==> src/rtl/matrix_rx_loader.sv <==
// Parses a UART byte stream (size N, N*N A elements, N*N B elements) into operand buffer writes.
// Latency: 1 cycle from rx_valid to write strobe; load_done coincides with the final B write.
// Backpressure: none on rx; bytes arriving while the multiplier is busy are dropped and flagged.
module matrix_rx_loader #(
    parameter int MAX_N          = 8,
    parameter int DW             = 8,
    parameter int AW             = 6,
    parameter int RCW            = 3,
    parameter int TIMEOUT_CYCLES = 2000000
) (
    input  logic           clk,
    input  logic           rst,
    input  logic [DW-1:0]  rx_data,
    input  logic           rx_valid,
    input  logic           mult_done,
    output logic           a_we,
    output logic           b_we,
    output logic [AW-1:0]  wr_addr,
    output logic [RCW-1:0] wr_row,
    output logic [RCW-1:0] wr_col,
    output logic [DW-1:0]  wr_data,
    output logic [RCW:0]   mat_size,
    output logic           load_done,
    output logic           busy,
    output logic           err_size,
    output logic           err_timeout,
    output logic           err_overrun
);

    typedef enum logic [1:0] {IDLE, LOAD_A, LOAD_B, WAIT_MULT} state_t;

    localparam int NNW = 2 * RCW + 2;
    localparam int CW  = (AW > NNW) ? AW : NNW;

    state_t         state, state_nx;
    logic [RCW-1:0] row, row_nx, col, col_nx;
    logic [AW-1:0]  idx, idx_nx;
    logic [31:0]    tmo_cnt, tmo_cnt_nx;

    logic           a_we_nx, b_we_nx, load_done_nx, busy_nx;
    logic [AW-1:0]  wr_addr_nx;
    logic [RCW-1:0] wr_row_nx, wr_col_nx;
    logic [DW-1:0]  wr_data_nx;
    logic [RCW:0]   mat_size_nx;
    logic           err_size_nx, err_timeout_nx, err_overrun_nx;

    logic [NNW-1:0] nn;
    logic           last_elem, col_last, size_ok, tmo_hit;

    assign nn        = NNW'(mat_size) * NNW'(mat_size);
    assign last_elem = (CW'(idx) == CW'(nn) - CW'(1));
    assign col_last  = ((RCW+1)'(col) == mat_size - (RCW+1)'(1));
    assign size_ok   = (rx_data != '0) && (rx_data <= DW'(MAX_N));
    // A zero timeout setting must never match the (wrapping) counter.
    assign tmo_hit   = (TIMEOUT_CYCLES != 0) && (tmo_cnt == 32'(TIMEOUT_CYCLES - 1));

    always_comb begin
        state_nx       = state;
        row_nx         = row;
        col_nx         = col;
        idx_nx         = idx;
        tmo_cnt_nx     = '0;
        a_we_nx        = 1'b0;
        b_we_nx        = 1'b0;
        load_done_nx   = 1'b0;
        wr_addr_nx     = wr_addr;
        wr_row_nx      = wr_row;
        wr_col_nx      = wr_col;
        wr_data_nx     = wr_data;
        mat_size_nx    = mat_size;
        busy_nx        = busy;
        err_size_nx    = err_size;
        err_timeout_nx = err_timeout;
        err_overrun_nx = err_overrun;

        case (state)
            IDLE: begin
                if (rx_valid) begin
                    if (size_ok) begin
                        mat_size_nx    = rx_data[RCW:0];
                        err_size_nx    = 1'b0;
                        err_timeout_nx = 1'b0;
                        err_overrun_nx = 1'b0;
                        row_nx         = '0;
                        col_nx         = '0;
                        idx_nx         = '0;
                        busy_nx        = 1'b1;
                        state_nx       = LOAD_A;
                    end else begin
                        err_size_nx = 1'b1;
                    end
                end
            end
            LOAD_A, LOAD_B: begin
                if (rx_valid) begin
                    a_we_nx    = (state == LOAD_A);
                    b_we_nx    = (state == LOAD_B);
                    wr_addr_nx = idx;
                    wr_row_nx  = row;
                    wr_col_nx  = col;
                    wr_data_nx = rx_data;
                    if (last_elem) begin
                        row_nx = '0;
                        col_nx = '0;
                        idx_nx = '0;
                        if (state == LOAD_A) begin
                            state_nx = LOAD_B;
                        end else begin
                            load_done_nx = 1'b1;
                            state_nx     = WAIT_MULT;
                        end
                    end else begin
                        idx_nx = idx + AW'(1);
                        if (col_last) begin
                            col_nx = '0;
                            row_nx = row + RCW'(1);
                        end else begin
                            col_nx = col + RCW'(1);
                        end
                    end
                end else if (tmo_hit) begin
                    err_timeout_nx = 1'b1;
                    busy_nx        = 1'b0;
                    state_nx       = IDLE;
                end else begin
                    tmo_cnt_nx = tmo_cnt + 32'd1;
                end
            end
            WAIT_MULT: begin
                if (rx_valid) err_overrun_nx = 1'b1;
                if (mult_done) begin
                    busy_nx  = 1'b0;
                    state_nx = IDLE;
                end
            end
            default: state_nx = IDLE;
        endcase
    end

    always_ff @(posedge clk) begin
        if (rst) begin
            state       <= IDLE;
            row         <= '0;
            col         <= '0;
            idx         <= '0;
            tmo_cnt     <= '0;
            a_we        <= 1'b0;
            b_we        <= 1'b0;
            load_done   <= 1'b0;
            wr_addr     <= '0;
            wr_row      <= '0;
            wr_col      <= '0;
            wr_data     <= '0;
            mat_size    <= '0;
            busy        <= 1'b0;
            err_size    <= 1'b0;
            err_timeout <= 1'b0;
            err_overrun <= 1'b0;
        end else begin
            state       <= state_nx;
            row         <= row_nx;
            col         <= col_nx;
            idx         <= idx_nx;
            tmo_cnt     <= tmo_cnt_nx;
            a_we        <= a_we_nx;
            b_we        <= b_we_nx;
            load_done   <= load_done_nx;
            wr_addr     <= wr_addr_nx;
            wr_row      <= wr_row_nx;
            wr_col      <= wr_col_nx;
            wr_data     <= wr_data_nx;
            mat_size    <= mat_size_nx;
            busy        <= busy_nx;
            err_size    <= err_size_nx;
            err_timeout <= err_timeout_nx;
            err_overrun <= err_overrun_nx;
        end
    end

endmodule

==> config.mk <==
export PLATFORM = sky130hd
export DESIGN_NAME = matrix_rx_loader
export DESIGN_NICKNAME = d
export VERILOG_FILES = /design/src/rtl/matrix_rx_loader.sv
export SDC_FILE = /design/constraint.sdc
export NUM_CORES = 1
export LEC_CHECK = 0
export BUFFER_PORTS_ARGS = -buffer_cell sky130_fd_sc_hd__buf_2
export CAP_MARGIN = 30
export CORE_MARGIN = 2
export CORE_UTILIZATION = 40
export DETAILED_ROUTE_END_ITERATION = 7
export GPL_ROUTABILITY_DRIVEN = 0
export PLACE_DENSITY = 0.65
export SETUP_SLACK_MARGIN = 0.2
export SYNTH_ARGS = -nofsm -noshare
export SYNTH_HDL_FRONTEND = slang
export SYNTH_SLANG_ARGS = --single-unit
==> constraint.sdc <==
create_clock -name clk -period 3.4 [get_ports clk]
set_clock_uncertainty 0.05 [all_clocks]
set_input_delay 0.68 -clock clk [delete_from_list [all_inputs] [get_ports clk]]
set_output_delay 0.68 -clock clk [all_outputs]
set_load 0.05 [all_outputs]
==> Yosys cells after proc, flatten, opt, wreduce, memory -nomap -nowiden <==
Index checks and enable logic that the tools add are counted.
Widths: inputs -> output; s select.
{ "word_totals": {"latch_bits": 0, "out_inout_bits": 31, "memories": 0, "mem_bits_ro": 0, "reg_bits": 77, "input_bits": 12, "elab_cells": 100, "ram_bits": 0} }
{ "op_classes": {"muxes": 38, "shifts": 0, "reduce_logical": 18, "add_sub_neg": 6, "div_mod_pow": 0, "n_mul": 1, "bitwise_logic": 3, "eq_ne": 16, "n_lt_le_gt_ge": 1} }
{ "op_table": {"columns": ["operator", "n"], "rows": [
  ["$add 32x1->32 const B", 1],
  ["$eq 32x21->1 const B", 1],
  ["$mux 3", 8],
  ["$mux 6", 4],
  ["$reduce_and 5->1", 4],
  ["$ne 2x2->1 const B", 7],
  ["$mux 1", 13],
  ["$mux 2", 6],
  ["$pmux 3 s2", 2],
  ["$pmux 6 s2", 1],
  ["$ne 3x3->1 const B", 3],
  ["$eq 6x8->1", 1],
  ["$le 8x4->1 const B", 1],
  ["$mul 4x4->8", 1],
  ["$reduce_and 4->1", 2],
  ["$reduce_bool 8->1", 1],
  ["$reduce_or 4->1", 2],
  ["$sub 8x1->8 const B", 1],
  ["$add 3x1->3 const B", 2],
  ["$add 6x1->6 const B", 1],
  ["$pmux 2 s3", 1],
  ["$eq 2x2->1 const B", 2],
  ["$eq 3x4->1", 1],
  ["$pmux 1 s2", 2],
  ["11 further kinds", 15]
]} }

==> Depth between registers and ports, before layout <==
Gate-level depths: netlist (run 1).
{ "depth": {"word_depth": 6, "ltp_mapped": 16, "mapped_depth_nobuf": 14} }

==> Worst setup path after synthesis (run 1) <==
OpenSTA, ideal clock, no wires.
{ "synth_timing": {"path_type": "reg-to-reg", "start": "register mat_size[1]", "end": "register idx[3]", "arrival_time_ns": 3.744, "n_path_buf": 2, "path_stages_with_launch": 17, "t_required_ns": 3.276, "setup_time_ns": 0.074, "synth_period_minus_slack_ns": 3.869, "setup_slack_ns": -0.469, "cell_sequence": "dfxtp_1 > clkbuf_1 > inv_1 > nor3_1 > o21ai_0 > o21ai_0 > xnor2_1 > ha_1 > ha_1 > and4b_1 > or3_1 > o2111ai_1 > o311ai_0 > a21oi_1 > buf_2 > nand3_1 > a31oi_1"} }
{ "synth_via": {"elab_chain_len": 6} }
{ "synth_rtl": {"columns": ["element", "line_no", "source"], "rows": [
  ["start, declared", "22", "output logic [RCW:0] mat_size,"],
  ["start signal, assigned", "172", "mat_size <= mat_size_nx;"],
  ["$mul 4x4->8", "50", "assign nn = NNW'(mat_size) * NNW'(mat_size);"],
  ["$sub 8x1->8", "51", "assign last_elem = (CW'(idx) == CW'(nn) - CW'(1));"],
  ["$eq 6x8->1", "51", null],
  ["$mux 6", "102", "if (last_elem) begin"],
  ["$mux 6", "95", "if (rx_valid) begin"],
  ["$pmux 6 s2", "76", "case (state)"],
  ["end signal, assigned", "163", "idx <= idx_nx;"],
  ["end, declared", "37", "logic [AW-1:0] idx, idx_nx;"]
]} }
No other way between the ends. The select of a mux whose other input is x is not followed.
A chain may end at the register's enable or synchronous reset.

==> Worst setup path after layout (run 1) <==
Same ends and word-level chain as after synthesis.

==> impl_metrics.toml, run 1 <==
[sta]
tns_ps = 0
fin_crit_sh_pct = 90.9
clock.fmax_mhz = 324
setup_violations = 0
hold_viol = 0
period_minus_slack_ps = 3090
relSlewSlack_pct = 65.5
final_max_slew_viol_count = 0
rsz0062_at_grt = "yes"
worst_pin_slew_ps = 516
hold_ws_ps = 407

[setup_path]
endpoint_kind = "register"
critPathBufInv = 3
worst_path_dominant_cell_family = "compound AO/OA/AOI/OAI gates"
critPathMaxStageDelay_ps = 390
worstPathArrival_ps = 3320
crit_top_cell = "buf_6"
crit_path_cell_trace = "buf_6, nor2_2, o21ai_1, o21ai_1, xnor2_1, ha_1, ha_4, and4b_2, or3_4, o2111ai_4, o311ai_4, a21oi_2, buf_6, buf_6, nand3_2, a31oi_1"
critPathSlowestCell = "dfxtp_4"
cp_max_fo = 8
r2r_setup_slack_ps = 310
crit_required_ps = 3630
timing.critical_path.from_type = "register"
crit_type = "register to register"

[floorplanning]
core_area_sq_um = 9280
ios = 43
die_height_microns = 102
die_w_microns = 102
rows = 35
start_util_pct = 41.6
dieArea_sq_um = 10500

[grt]
grt_max_degree = 43
grt_usage_pct = 17.3
grt_pass1_vias = 3116
grt_pass1_wl_mm = 14.4
overflow = 0
antenna_found_initial = 0

[clock_tree]
root_buffer = "clkbuf_8"
cts.sinks = 77
cts_buffer_depth = 2
holdBufCountCts = 0
path_clk_slew_ps = 80
cts_made_buffers = 9
cts_tree = "yes"
htree_levels = 3
worstSkewPairLatency_ps = 360

[drt]
wirelength_mm = 8.77
vias = 3412
drc_errors = 0
drtIter0Drc = 135
vias_per_cell = 5.18
first_pass_iters = 4
ant_nets = 0
drt-wirelength-per-cell_microns = 13.3

[yosys]
synth_area_leaders = "dfxtp_1 40%, nand2_1 8.2%, ha_1 6.5%"
yosys.area.top_type = "dfxtp_1"
avgSynthCellArea_sq_um = 8.08
syn_inst = 478
synth_edf_count = 0
ys.flop_type = "dfxtp_1"
synth_cell_types = 54
ys_seq_elements = 77
synth_warnings = 0
ys_seq_area_share_pct = 39.9
synth.most_common_cell = "nand2_1"
synth_top_area_share_pct = 39.9
async_flop_share_pct = 0
syn_nets = 510
synth.cell_area_sq_um = 3860
synthTopCellsByCount = "84 x nand2_1, 77 x dfxtp_1, 48 x nor2_1"

[placement]
place_area_sq_um = 4220
dpl.hpwl_mm = 5.94
port_buffers = 42

[cells_and_area]
area_growth_pct = 19.2
multi_input_area_sq_um = 2260
register_area_sq_um = 1560
final_area_sq_um = 4610
antenna_cells = 0
nFillCells = 919
drive_gt1_share_pct = 20.0
nets = 558

[job]
drv_cap = 0

[power]
leakagePower_nw = 1.71
ir_drop_uv = 311
p_per_area_nw_per_um2 = 493

[worst_hold_path]
hold_path_class = "register to register"

[outcome]
status = "finished clean"
[flip-flops by register name, indices dropped and copies added (netlist names), 2 cells and up]
signal	cells
mat_size	4
wr_row	3
wr_addr	6
wr_col	3
state	2
wr_data	8
tmo_cnt	32
col	3
idx	6
row	3
[stage by stage]
stage | utilization (%) | instances | setup WS, ps | total power, mW
2_1_floorplan | - | 478 | 205 | 1.40
3_3_place_gp | 45.5 | 632 | 287 | 1.51
3_5_place_dp | 45.5 | 632 | 136 | 1.52
4_1_cts | 47.8 | 650 | 202 | 2.25
5_1_grt | 49.6 | 659 | 166 | 2.39
6_report | 49.6 | 659 | 309 | 2.27
[logic make-up after synthesis]
group | Yosys count | synth area share (%)
and+or+nand+nor | 220 | 27.2
muxes | 4 | 1.13
AOI/OAI and AO/OA | 76 | 11.9
adders and majority gates | 20 | 6.48
DFF | 77 | 39.9
xor gates and xnor gates | 38 | 8.97
buffers and inverters | 43 | 4.44
[layout by cell type (no fill, tap or decap), types with 2 or more instances in the layout]
master,n
nand2_1,84
dfxtp_1,73
nor2_1,47
buf_2,42
a21oi_1,37
nand3_1,24
xor2_1,22
ha_1,19
inv_1,17
xnor2_1,15
buf_4,14
nor3_1,12
clkbuf_8,9
o21ai_0,8
nor4_1,7
and3_1,6
a31oi_1,5
nand4_1,5
dfxtp_4,4
buf_6,4
nand2b_1,3
nor3_2,3
mux2_2,3
and2_1,3
o32ai_1,3
o211ai_1,3
nor2b_1,3
or3_1,3
o21ai_1,2
or4_1,2
nor4b_1,2
nand3b_1,2
or3_4,2
a21oi_2,2
nor3b_1,2
nand4_2,2
clkinv_4,2
clkinv_2,2
[worst min-delay path, cell delays in order, from the launching register on]
cell	delay, ps
dfxtp_1	310
nand2_1	50
a21oi_1	50
[final timing paths]
check	depth (start not counted)	start	end
hold reg to reg	2	wr_data[3]	wr_data[3]
setup reg to reg	16	mat_size[1]	idx[3]
hold / removal	2	wr_data[3]	wr_data[3]
setup / recovery	16	mat_size[1]	idx[3]
[report_power, final]
| group | leakage [nW] | internal (mW) | switching, mW |
|---|---|---|---|
| clock network | 0.0950 | 0.335 | 0.346 |
| registers | 0.624 | 0.936 | 0.0268 |
| logic | 0.993 | 0.222 | 0.404 |
| total | 1.71 | 1.49 | 0.777 |
[repair_timing]
item	in CTS	in global routing
gates resized for setup	3	22
gates cloned	0	0
buffers inserted	3	9
pin swaps	1	10
setup endpoints to repair	4	15
[area by class of cell]
class	instances	share of cell area, %
Clock inverter	6	1.41
Sequential cell	77	33.8
Clock buffer	9	2.69
Multi-Input combinational cell	358	49.1
Tap cell	129	3.50
Timing Repair Buffer	61	7.93
Inverter	19	1.60
[layer usage]
layer | global-route usage (%) | up-vias | wire length, microns | share of wire (%)
met5 | 0 | - | 0 | 0
met4 | 5.13 | 0 | 124 | 1.4
met3 | 4.92 | 11 | 393 | 4.5
met2 | 27.9 | 58 | 4190 | 48
met1 | 22.7 | 1610 | 4060 | 46
li1 | - | 1733 | - | -
No activity file was read; power rests on OpenSTA's default activity.
==> inputs of run 2 (changes only) <==
CORE_ASPECT_RATIO = 1.1   (was unset)
==> impl_metrics.toml, run 2 (synthesis results as in run 1) <==
[outcome]
status = "finished clean"

[sta]
worst_pin_slew_ps = 555
period_minus_slack_ps = 3170
hold_viol = 0
relSlewSlack_pct = 62.9
clock.fmax_mhz = 315
rsz0062_at_grt = "yes"
setup_violations = 0
fin_crit_sh_pct = 93.2
tns_ps = 0
final_max_slew_viol_count = 0

[grt]
antenna_found_initial = 0
grt_usage_pct = 16.6
grt_max_degree = 43
grt_pass1_vias = 3190
overflow = 0
grt_pass1_wl_mm = 14.4

[setup_path]
critPathMaxStageDelay_ps = 420
timing.critical_path.from_type = "register"
crit_required_ps = 3620
critPathSlowestCell = "dfxtp_4"
cp_max_fo = 8
endpoint_kind = "register"
worstPathArrival_ps = 3390
crit_type = "register to register"
r2r_setup_slack_ps = 230
crit_path_cell_trace = "buf_6, nand2_4, ha_4, xnor2_2, ha_1, ha_4, and4b_2, or3_4, o2111ai_4, o311ai_4, a21oi_2, buf_6, a21oi_4, o32ai_2"

[cells_and_area]
drive_gt1_share_pct = 21.2
largest_register_ffs = 32
antenna_cells = 0
regMostFlops = "tmo_cnt"
area_growth_pct = 20.7
utilization_pct = 49.6
final_common_cell = "nand2_1"
final_cell_mix = "83 x nand2_1, 73 x dfxtp_1, 48 x nor2_1"
nets = 560
reg_top3 = "tmo_cnt (32), wr_data (8)"

[floorplanning]
core_area_sq_um = 9400
die_w_microns = 97.7
dieArea_sq_um = 10500
ios = 43
die_height_microns = 107
rows = 37
start_util_pct = 41.1

[drt]
ant_nets = 0
drc_errors = 0
vias = 3438
drtIter0Drc = 142
drt-wirelength-per-cell_microns = 13.5
first_pass_iters = 4
wirelength_mm = 8.78
vias_per_cell = 5.29

[clock_tree]
root_buffer = "clkbuf_8"
path_clk_slew_ps = 90
cts_buffer_depth = 2
htree_levels = 3
cts.sinks = 77
cts_tree = "yes"
cts_made_buffers = 9
worstSkewPairLatency_ps = 350

[placement]
dpl.hpwl_mm = 5.99
port_buffers = 42

[job]
drv_cap = 0

[power]
sw_frac_of_total_pct = 34.6
leakagePower_nw = 1.76
internal_power_mw = 1.52
switchingPower_uw = 801
p_per_area_nw_per_um2 = 497
p_clk_share_pct = 30.0
combPwrFrac_pct = 28.6
ir_drop_uv = 196
power_frac_seq_pct = 41.5

[worst_hold_path]
hold_path_class = "register to register"
-- run 2: changes by cell type in the layout (fill, tap and decap cells not counted), moves of 2 or more --
cell and delta:
inv_6 +3, o32ai_1 -2, o21ai_0 -2, o32ai_2 +2, buf_4 +3, o21ai_2 +2
-- run 2: power groups by stage --
stage | clock [mW] | combinational (mW) | sequential, mW
after global routing | 0.753 | 0.727 | 0.967
after global placement | 0 | 0.530 | 0.982
final | 0.695 | 0.662 | 0.962
after detailed placement | 0 | 0.533 | 0.984
after floorplan | 0 | 0.338 | 1.06
after CTS | 0.718 | 0.544 | 0.963
-- run 2: layout make-up --
| type | instances | area (sq um) |
|---|---|---|
| clock inverter | 5 | 38.8 |
| inverter | 19 | 76.3 |
| clock buffer | 11 | 163 |
| sequential | 77 | 1560 |
| timing repair buffer | 63 | 383 |
| multi-input combinational | 358 | 2300 |
| tap | 117 | 146 |
| fill | 926 | 4740 |
-- run 2: worst paths after layout --
path | from | end | depth (start not counted)
max reg2reg | mat_size[1] | row[0] | 14
min | wr_addr[3] | wr_addr[3] | 2
min reg2reg | wr_addr[3] | wr_addr[3] | 2
max | mat_size[1] | row[0] | 14
-- run 2: what timing repair did --
action,in CTS,in global routing
hold buffers,0,0
buffers inserted,0,13
cloned,0,1
resized for setup,1,34
setup endpoints to repair,3,15
pin swaps,1,12
-- run 2: through the flow --
step / instance area [sq um] / hold WS, ps / instances / worst slack (ps) / power, mW
after floorplan: 3920 / 392 / 478 / 205 / 1.40
after global placement: 4210 / 389 / 620 / 284 / 1.51
after detailed placement: 4210 / 397 / 620 / 187 / 1.52
after CTS: 4410 / 408 / 636 / 193 / 2.23
after global routing: 4660 / 416 / 650 / 104 / 2.45
final: 4660 / 407 / 650 / 230 / 2.32
-- run 2: per-layer routing --
metal,up-vias,part of all wire (%),global-route usage [%]
met5,-,0,0
met4,0,1.4,7.24
met3,12,4.8,4.63
met2,65,50,27.8
met1,1619,44,19.9
li1,1742,-,-
-- run 2: critical path, delay by kind of cell, from the launching register on --
| family | cells | cell delay, ps |
|---|---|---|
| adder cells (fa/ha/maj) | 3 | 750 |
| buffers and inverters | 2 | 280 |
| XOR/XNOR | 1 | 120 |
| AO/OA/AOI/OAI | 5 | 820 |
| flip-flops | 1 | 420 |
| AND/OR/NAND/NOR | 3 | 630 |
